<file path="config.mk">
export PLATFORM = sky130hd
export DESIGN_NAME = store_merge_unit
export DESIGN_NICKNAME = d
export VERILOG_FILES = /design/src/rtl/store_merge_unit.sv
export SDC_FILE = /design/constraint.sdc
export NUM_CORES = 1
export LEC_CHECK = 0
export ABC_AREA = 0
export ABC_CLOCK_PERIOD_IN_PS = 2300
export CAP_MARGIN = 20
export CORE_ASPECT_RATIO = 2
export CORE_MARGIN = 2
export CORE_UTILIZATION = 40
export DETAILED_ROUTE_END_ITERATION = 10
export PLACE_DENSITY = 0.84
export SETUP_SLACK_MARGIN = 0.3
export SYNTH_ARGS = -nofsm -noshare
export SYNTH_HDL_FRONTEND = slang
export SYNTH_SLANG_ARGS = --single-unit
</file>
<file path="constraint.sdc">
create_clock -name clk -period 2.3 [get_ports clk]
set_input_delay 0.46 -clock clk [delete_from_list [all_inputs] [get_ports clk]]
set_output_delay 0.46 -clock clk [all_outputs]
set_load 0.02 [all_outputs]
</file>
<file path="src/rtl/store_merge_unit.sv">
// Store merge unit: turns SB/SH/SW requests into aligned word accesses
// (read-modify-write for sub-word stores). Optional macro BYTE_ENABLE_EN.
module store_merge_unit #(
  parameter int ADDR_W      = 32,
  parameter int ACK_TIMEOUT = 16
) (
  input  logic              clk,
  input  logic              rst_n,
  input  logic              req_valid,
  output logic              req_ready,
  input  logic [ADDR_W-1:0] req_addr,
  input  logic [31:0]       req_wdata,
  input  logic [1:0]        req_bhw,
  output logic              done,
  output logic              err,
  output logic [ADDR_W-1:0] mem_addr,
  output logic              mem_rd,
  output logic              mem_wr,
  output logic [31:0]       mem_wdata,
`ifdef BYTE_ENABLE_EN
  output logic [3:0]        mem_be,
`endif
  input  logic [31:0]       mem_rdata,
  input  logic              mem_ack
);

  typedef enum logic [2:0] {IDLE, READ, WRITE, DONE, ERR} state_t;

  localparam int CNT_W = (ACK_TIMEOUT > 2) ? $clog2(ACK_TIMEOUT) : 1;
  localparam logic [CNT_W-1:0] CNT_LAST = CNT_W'((ACK_TIMEOUT > 0) ? ACK_TIMEOUT - 1 : 0);

  state_t           state, state_next;
  logic [CNT_W-1:0] ack_cnt;
  logic             bad_req;
  logic             timeout_hit;
  logic             accept;

  assign accept      = (state == IDLE) && req_valid;
  assign bad_req     = (req_bhw == 2'd3) ||
                       ((req_bhw == 2'd1) && req_addr[0]) ||
                       ((req_bhw == 2'd2) && (req_addr[1:0] != 2'b00));
  assign timeout_hit = (ACK_TIMEOUT != 0) && (ack_cnt == CNT_LAST);

  assign req_ready = (state == IDLE);
  assign mem_rd    = (state == READ);
  assign mem_wr    = (state == WRITE);
  assign done      = (state == DONE);
  assign err       = (state == ERR);

  // NOTE: every combinational output gets a default first, so no path leaves it unassigned and no latch is inferred.
  always_comb begin
    state_next = state;
    case (state)
      IDLE: begin
        if (req_valid) begin
          if (bad_req)
            state_next = ERR;
`ifdef BYTE_ENABLE_EN
          else
            state_next = WRITE;
`else
          else if (req_bhw == 2'd2)
            state_next = WRITE;
          else
            state_next = READ;
`endif
        end
      end
      READ: begin
        if (mem_ack)          state_next = WRITE;
        else if (timeout_hit) state_next = ERR;
      end
      WRITE: begin
        if (mem_ack)          state_next = DONE;
        else if (timeout_hit) state_next = ERR;
      end
      DONE:    state_next = IDLE;
      ERR:     state_next = IDLE;
      default: state_next = IDLE;
    endcase
  end

`ifdef BYTE_ENABLE_EN
  logic [3:0] be_q;

  assign mem_be = (state == WRITE) ? be_q : 4'b0000;

  // NOTE: sequential state uses non-blocking assignments so every register samples pre-edge values.
  always_ff @(posedge clk or negedge rst_n) begin
    if (!rst_n) begin
      state     <= IDLE;
      ack_cnt   <= '0;
      mem_addr  <= '0;
      mem_wdata <= '0;
      be_q      <= '0;
    end else begin
      state <= state_next;
      if (state_next != state)
        ack_cnt <= '0;
      else if ((state == READ) || (state == WRITE))
        ack_cnt <= ack_cnt + 1'b1;
      if (accept) begin
        mem_addr <= {req_addr[ADDR_W-1:2], 2'b00};
        case (req_bhw)
          2'd0: begin
            mem_wdata <= {4{req_wdata[7:0]}};
            be_q      <= 4'b0001 << req_addr[1:0];
          end
          2'd1: begin
            mem_wdata <= {2{req_wdata[15:0]}};
            be_q      <= 4'b0011 << {req_addr[1], 1'b0};
          end
          default: begin
            mem_wdata <= req_wdata;
            be_q      <= 4'b1111;
          end
        endcase
      end
    end
  end
`else
  logic [1:0]  lat_lane;
  logic        lat_half;
  logic [15:0] lat_wdata;
  logic [31:0] merged;

  // Little-endian lane insert into the word just read back.
  always_comb begin
    merged = mem_rdata;
    if (lat_half)
      merged[{lat_lane[1], 4'b0000} +: 16] = lat_wdata;
    else
      merged[{lat_lane, 3'b000} +: 8] = lat_wdata[7:0];
  end

  // NOTE: sequential state uses non-blocking assignments so every register samples pre-edge values.
  always_ff @(posedge clk or negedge rst_n) begin
    if (!rst_n) begin
      state     <= IDLE;
      ack_cnt   <= '0;
      mem_addr  <= '0;
      mem_wdata <= '0;
      lat_lane  <= '0;
      lat_half  <= 1'b0;
      lat_wdata <= '0;
    end else begin
      state <= state_next;
      if (state_next != state)
        ack_cnt <= '0;
      else if ((state == READ) || (state == WRITE))
        ack_cnt <= ack_cnt + 1'b1;
      if (accept) begin
        mem_addr  <= {req_addr[ADDR_W-1:2], 2'b00};
        mem_wdata <= req_wdata;
        lat_lane  <= req_addr[1:0];
        lat_half  <= (req_bhw == 2'd1);
        lat_wdata <= req_wdata[15:0];
      end
      // Sub-word stores replace mem_wdata with the merged word on the read ack.
      if ((state == READ) && mem_ack)
        mem_wdata <= merged;
    end
  end
`endif

endmodule

</file>
==> impl_results.md, run 1 <==
- Outcome: finished clean
- Leakage power: 3.18 nW
- Post-synth ARST share: 100%
- Clock power frac: 14.4%
- Max-slew violations: 0
- Fin area: 6940 µm²
- Yosys Warn Count: 0
- Period Utilization, post-route: 85.9%
- Crit end category: register
- Largest fanout on the critical path: 8
- Die height: 158 µm
- CTS tree: yes
- Gr usage total: 23.6%
- RSZ-0062 raised after global routing: true
- Register share of total power: 31.0%
- Endpoints failing hold: 0
- Synth Cell Area: 4710 µm²
- DP HPWL: 10.6 mm
- Fmax: 506 MHz
- Via total after detailed routing: 4688
- Iteration-0 DRC Markers: 419
- Max_cap viols: 0
- Clk buf depth: 2
- Gate count after technology mapping: 531
- Area of the die: 12700 µm²
- Combinational power share: 54.6%
- Slew @ Worst Pin: 0.959 ns
- Vias in the first global route: 4788
- Clock latency on the worst-skew pair: 0.33 ns
- HP Class: in -> async
- Initial Util: 40.5%
- Worst setup path class: reg -> reg
- Primary FF master, synth: dfrtp_1
- Via density: 5.59
- Relative slew slack: 36.0%
- Internal power: 0.00565 W
- Count of final setup violators: 0
- Utilization after layout: 59.7%
- First-pass GRT wire length: 23.2 mm
- Count of cell types in the netlist: 42
- Layout cells sized above 1: 8.80%
- Rows: 56
- Area of placed instances: 6550 µm²
- Total Wirelength: 14.9 mm
- Area Overhead vs Synth: 47.3%
- Initial antenna violation count: 0
- Total power: 0.00984 W
- Routability cong.: 0.857
- CTS sink cnt: 88
- Clk_skew: 0.0102 ns
- Boundary pin count: 171
- Register area share after synthesis: 46.7%
- Post-route ant nets: 0
- Setup TNS: 0 ns
- PD cells: 1420 nW/µm²
- Aggregate global routing overflow: 0
- ANT cells: 0
- Peak VDD IR: 728 µV
- Post-Syn Area per Cell: 8.88 µm²
- EDFF count, synth: 0
- Minimum clock period: 1.97 ns
- Switching power total: 0.00419 W
- FF+latch count, synth: 88
- CP Launch Type: register
- CP required: 2.52 ns
- Switching part of the total: 42.6%
- Pin count of the biggest net entering global routing: 70
- Iteration count of the initial detailed-routing pass: 5
- Layout Nets: 797
- H-tree depth: 3
- CTS Root Cell: clkbuf_16
- Port Buffers: 168
- Core area: 11600 µm²
- Drt wl/cell: 17.8 µm
- Reg clk slew, reported paths: 0.07 ns
- Worst path arrival time: 2.20 ns
- TritonCTS Buffers: 9
- # DRC: 0
- Die W: 80.8 µm
-- worst paths after layout --
path | start | to | slack, ns | cells after the start
max | lat_lane[0] | mem_wdata[28] | 0.33 | 7
min | rst_n | mem_wdata[31] | 0.12 | 1
max reg2reg | lat_lane[0] | mem_wdata[28] | 0.33 | 7
min reg2reg | mem_addr[6] | mem_addr[6] | 0.47 | 2
max in group asynchronous | rst_n | lat_lane[1] | 1.51 | 2
min in group clk | mem_addr[6] | mem_addr[6] | 0.47 | 2
-- sequential cells by signal, summed over array words and instances, names as in the netlist --
signal and count:
ack_cnt 4, lat_half 1, lat_lane 2, lat_wdata 16, mem_addr 30, mem_wdata 32, state 3
-- critical path, cell delays in order, from the launching register on --
cell	delay (ns)
dfrtp_2	0.48
inv_4	0.13
ha_2	0.25
nor4bb_2	0.07
buf_4	0.17
a221oi_1	0.30
a21oi_2	0.10
a221o_1	0.37
-- logic make-up (layout without fill, tap and decap cells) --
logic type / after synthesis / in the layout / synth area share, %
XOR/XNOR: 4 / 4 / 0.743
buffers and inverters: 48 / 209 / 4.62
flip-flops: 88 / 88 / 46.7
multiplexers: 33 / 33 / 7.03
AND/OR/NAND/NOR: 235 / 235 / 21.6
AO/OA/AOI/OAI: 116 / 116 / 17.7
adder cells (fa/ha/maj): 6 / 6 / 1.59
other: 1 / 2 / 0.0795
-- cell usage in the layout (no fill, tap or decap), types with 6 or more instances in the layout --
| master | count |
|---|---|
| a21o_1 | 8 |
| a21oi_1 | 36 |
| a21oi_2 | 6 |
| a221o_1 | 31 |
| a221oi_1 | 6 |
| a31oi_1 | 14 |
| and3_1 | 8 |
| buf_4 | 17 |
| clkbuf_16 | 9 |
| clkdlybuf4s50_1 | 162 |
| dfrtp_1 | 84 |
| mux2i_1 | 32 |
| nand2_1 | 193 |
| nor3_1 | 7 |
-- power groups by stage --
stage	sequential (W)	clock, W	combinational, W
after floorplan	0.00340	0	0.00263
after global placement	0.00299	0	0.00500
after detailed placement	0.00301	0	0.00518
after CTS	0.00302	0.00143	0.00528
after global routing	0.00313	0.00151	0.00581
final	0.00305	0.00141	0.00538
-- what timing repair did --
action	CTS	global route
setup endpoints to repair	70	72
setup buffers	2	1
hold buffers	0	0
resized for setup	18	11
-- per-stage QoR --
stage | hold WS (ns) | instances | worst slack [ns]
after floorplan | 0.164 | 532 | 0.315
final | 0.121 | 838 | 0.325
after detailed placement | 0.466 | 820 | -0.116
after global routing | 0.168 | 838 | 0.252
after global placement | 0.459 | 820 | -0.0636
after CTS | 0.149 | 837 | 0.0945
-- cell usage after synthesis (4+ instances only) --
library cell / number / share of area, %
a21o_1: 8 / 1.3
a221oi_1: 8 / 1.5
a221o_1: 31 / 6.6
o21ai_0: 5 / 0.53
a21oi_1: 42 / 4.5
xnor2_1: 4 / 0.74
a31oi_1: 14 / 1.9
buf_2: 15 / 1.6
and3_1: 8 / 1.1
nor3_1: 8 / 0.85
nor2b_1: 5 / 0.66
mux2i_1: 32 / 6.8
clkbuf_1: 20 / 1.6
inv_1: 6 / 0.48
dfrtp_1: 88 / 47
ha_1: 6 / 1.6
nand2_1: 193 / 15
-- cell type report --
cell class,count,area (µm²)
timing repair buffer,188,1880
tap,145,181
multi-input combinational,396,2370
fill,1013,4690
sequential,88,2210
clock inverter,5,50.0
clock buffer,10,229
inverter,6,25.0
-- layer usage --
metal | GRT usage (%) | up-vias | wire length [µm]
met4 | 12.4 | 0 | 694
met1 | 25.8 | 2232 | 5250
met3 | 6.19 | 56 | 1150
met2 | 40.8 | 232 | 7790
li1 | - | 2168 | -
met5 | 0 | - | 0
Power figures use the tool's default switching activity.
==> run 2: changes to the inputs <==
--- a/config.mk
+++ b/config.mk
@@ -6,13 +6,13 @@
 export NUM_CORES = 1
 export LEC_CHECK = 0
 export ABC_AREA = 0
-export ABC_CLOCK_PERIOD_IN_PS = 2300
+export ABC_CLOCK_PERIOD_IN_PS = 2000
 export CAP_MARGIN = 20
 export CORE_ASPECT_RATIO = 2
 export CORE_MARGIN = 2
 export CORE_UTILIZATION = 40
 export DETAILED_ROUTE_END_ITERATION = 10
-export PLACE_DENSITY = 0.84
+export PLACE_DENSITY = 0.81
 export SETUP_SLACK_MARGIN = 0.3
 export SYNTH_ARGS = -nofsm -noshare
 export SYNTH_HDL_FRONTEND = slang
==> constraint.sdc (replaced) <==
create_clock -name clk -period 2 [get_ports clk]
set_input_delay 0.4 -clock clk [delete_from_list [all_inputs] [get_ports clk]]
set_output_delay 0.4 -clock clk [all_outputs]
set_load 0.02 [all_outputs]
==> run 2 against run 1 <==
Net effect:
- core utilization increased by 6.8 points
- sequential share of layout area decreased by 3.2 points
- worst hold slack got worse by 0.061 ns
- clock power increased by 29%
- maximum frequency rose by 6.3%
- via count rose by 8.5%
- total power is 28% higher
- global-route usage rose by 2.1 points
- die area is the same
- final area up 11%
- critical path depth shrank 1
- highest routed layer unchanged
==> impl_results.md, run 2 (synthesized netlist as in run 1, its figures left out) <==
- Outcome: finished clean
- ANT cells: 0
- Reg with most FFs: mem_wdata
- Largest fanout on the critical path: 8
- Crit path cell chain: buf_6 -> or4b_4 -> buf_12 -> nand2_4 -> a21oi_4 -> a21o_1
- # DRC: 0
- Cell family with most CP delay: simple AND/OR/NAND/NOR gates
- Period Utilization, post-route: 92.9%
- Layout cells sized above 1: 19.3%
- Relative slew slack: 60.4%
- Switching power total: 0.00544 W
- Commonest cells after routing, fill and taps aside: nand2_1, clkdlybuf4s50_1, dfrtp_1
- Total Wirelength: 17.7 mm
- Commonest non-fill, non-tap cell in the layout: nand2_1
- DP HPWL: 11.3 mm
- Area of the die: 12700 µm²
- Endpoints failing hold: 0
- Fin area: 7730 µm²
- Clock power frac: 14.4%
- TritonCTS Buffers: 9
- Port Buffers: 168
- Area Overhead vs Synth: 64.1%
- Reg clk slew, reported paths: 0.06 ns
- H-tree depth: 3
- Iteration count of the initial detailed-routing pass: 5
- CP Launch Type: register
- Clock latency on the worst-skew pair: 0.34 ns
- Vias in the first global route: 5176
- Max-slew violations: 0
- Drt wl/cell: 20.1 µm
- Final Worst Setup Slack: 0.142 ns
- Aggregate global routing overflow: 0
- Via total after detailed routing: 5086
- Die W: 80.8 µm
- Count of final setup violators: 0
- Largest register FFs: 32
- First-pass GRT wire length: 25.2 mm
- Slowest CP cell: or4b_4
- CTS sink cnt: 88
- Buf+Inv Stages, Crit Path: 2
- Initial antenna violation count: 0
- Switching part of the total: 43.2%
- HP Class: in -> async
- Levels on crit path: 6
- Crit end category: register
- Core area: 11600 µm²
- Place WS: -0.189 ns
- Layout Nets: 837
- CTS tree: yes
- Regs by FF count: mem_wdata: 32 flops, mem_addr: 30 flops, lat_wdata: 16 flops
- Slew @ Worst Pin: 0.594 ns
- Via density: 5.79
- Max_cap viols: 0
- Hold WS: 0.0602 ns
- Area of placed instances: 6760 µm²
- Worst path arrival time: 2.08 ns
- PD cells: 1630 nW/µm²
- Iteration-0 DRC Markers: 501
- Register share of total power: 27.6%
- Leakage power: 3.78 nW
- Internal power: 0.00716 W
- CP required: 2.22 ns
- Clk_skew: 0.00820 ns
- Gr usage total: 25.7%
- Rows: 56
- RSZ-0062 raised after global routing: true
- Worst setup path class: reg -> reg
- CTS Root Cell: clkbuf_16
- Pin count of the biggest net entering global routing: 45
- Die height: 158 µm
- Clk buf depth: 2
- Initial Util: 40.5%
- Combinational power share: 57.9%
- Boundary pin count: 171
- Peak VDD IR: 874 µV
- Slowest stage delay, CP: 0.65 ns
- Minimum clock period: 1.86 ns
- Routability cong.: 0.878
- Reg2Reg Depth: 6
- Fmax: 538 MHz
- Post-route ant nets: 0
-- run 2: per-stage QoR --
step	setup TNS (ns)	std cells	util, %	power (W)
finish	0	879	66.5	0.0126
global route	0	879	66.5	0.0133
CTS	0	861	62.7	0.0118
detailed placement	-3.70	833	58.1	0.00970
global placement	-1.40	833	58.1	0.00944
floorplan	0	532	-	0.00710
-- run 2: timing repair --
item / 4_1_cts / 5_1_grt
hold buffers: 0 / 0
pin swaps: 12 / 18
gates cloned: 4 / 5
setup buffers: 8 / 13
gates resized for setup: 103 / 66
endpoints found under the setup margin: 86 / 93
-- run 2: final cells by class --
cell class                      count  area [µm²]
Multi-Input combinational cell    398        2620
Fill cell                         896        3900
Clock inverter                      6        82.6
Sequential cell                    88        2210
Tap cell                          145         181
Timing Repair Buffer              226        2370
Inverter                            6        30.0
Clock buffer                       10         239
-- run 2: final timing paths --
kind | startpoint | to | slack, ns
setup / recovery | state[0] | mem_wdata[9] | 0.14
hold / removal | rst_n | mem_addr[28] | 0.06
setup reg to reg | state[0] | mem_wdata[9] | 0.14
hold reg to reg | mem_addr[10] | mem_addr[10] | 0.47
max in group asynchronous | rst_n | state[2] | 1.30
min in group clk | mem_addr[10] | mem_addr[10] | 0.47
-- run 2: worst register-to-register path: cells and delay by family, from the launching register on --
family                 cells  cell delay [ns]
flip-flops                 1             0.47
buffers and inverters      2             0.33
AND/OR/NAND/NOR            2             0.73
AO/OA/AOI/OAI              2             0.21
-- run 2: routing by layer --
metal	wire length (µm)	track usage, %
met3	1200	4.19
met1	6120	28.2
met4	816	14.0
met2	9540	46.0
met5	0	0
-- run 2: power by group through the flow --
stage	combinational [W]	sequential, W	clock [W]
after global placement	0.00603	0.00341	0
after detailed placement	0.00626	0.00345	0
final	0.00729	0.00348	0.00182
after global routing	0.00776	0.00357	0.00193
after floorplan	0.00318	0.00392	0
after CTS	0.00647	0.00345	0.00184
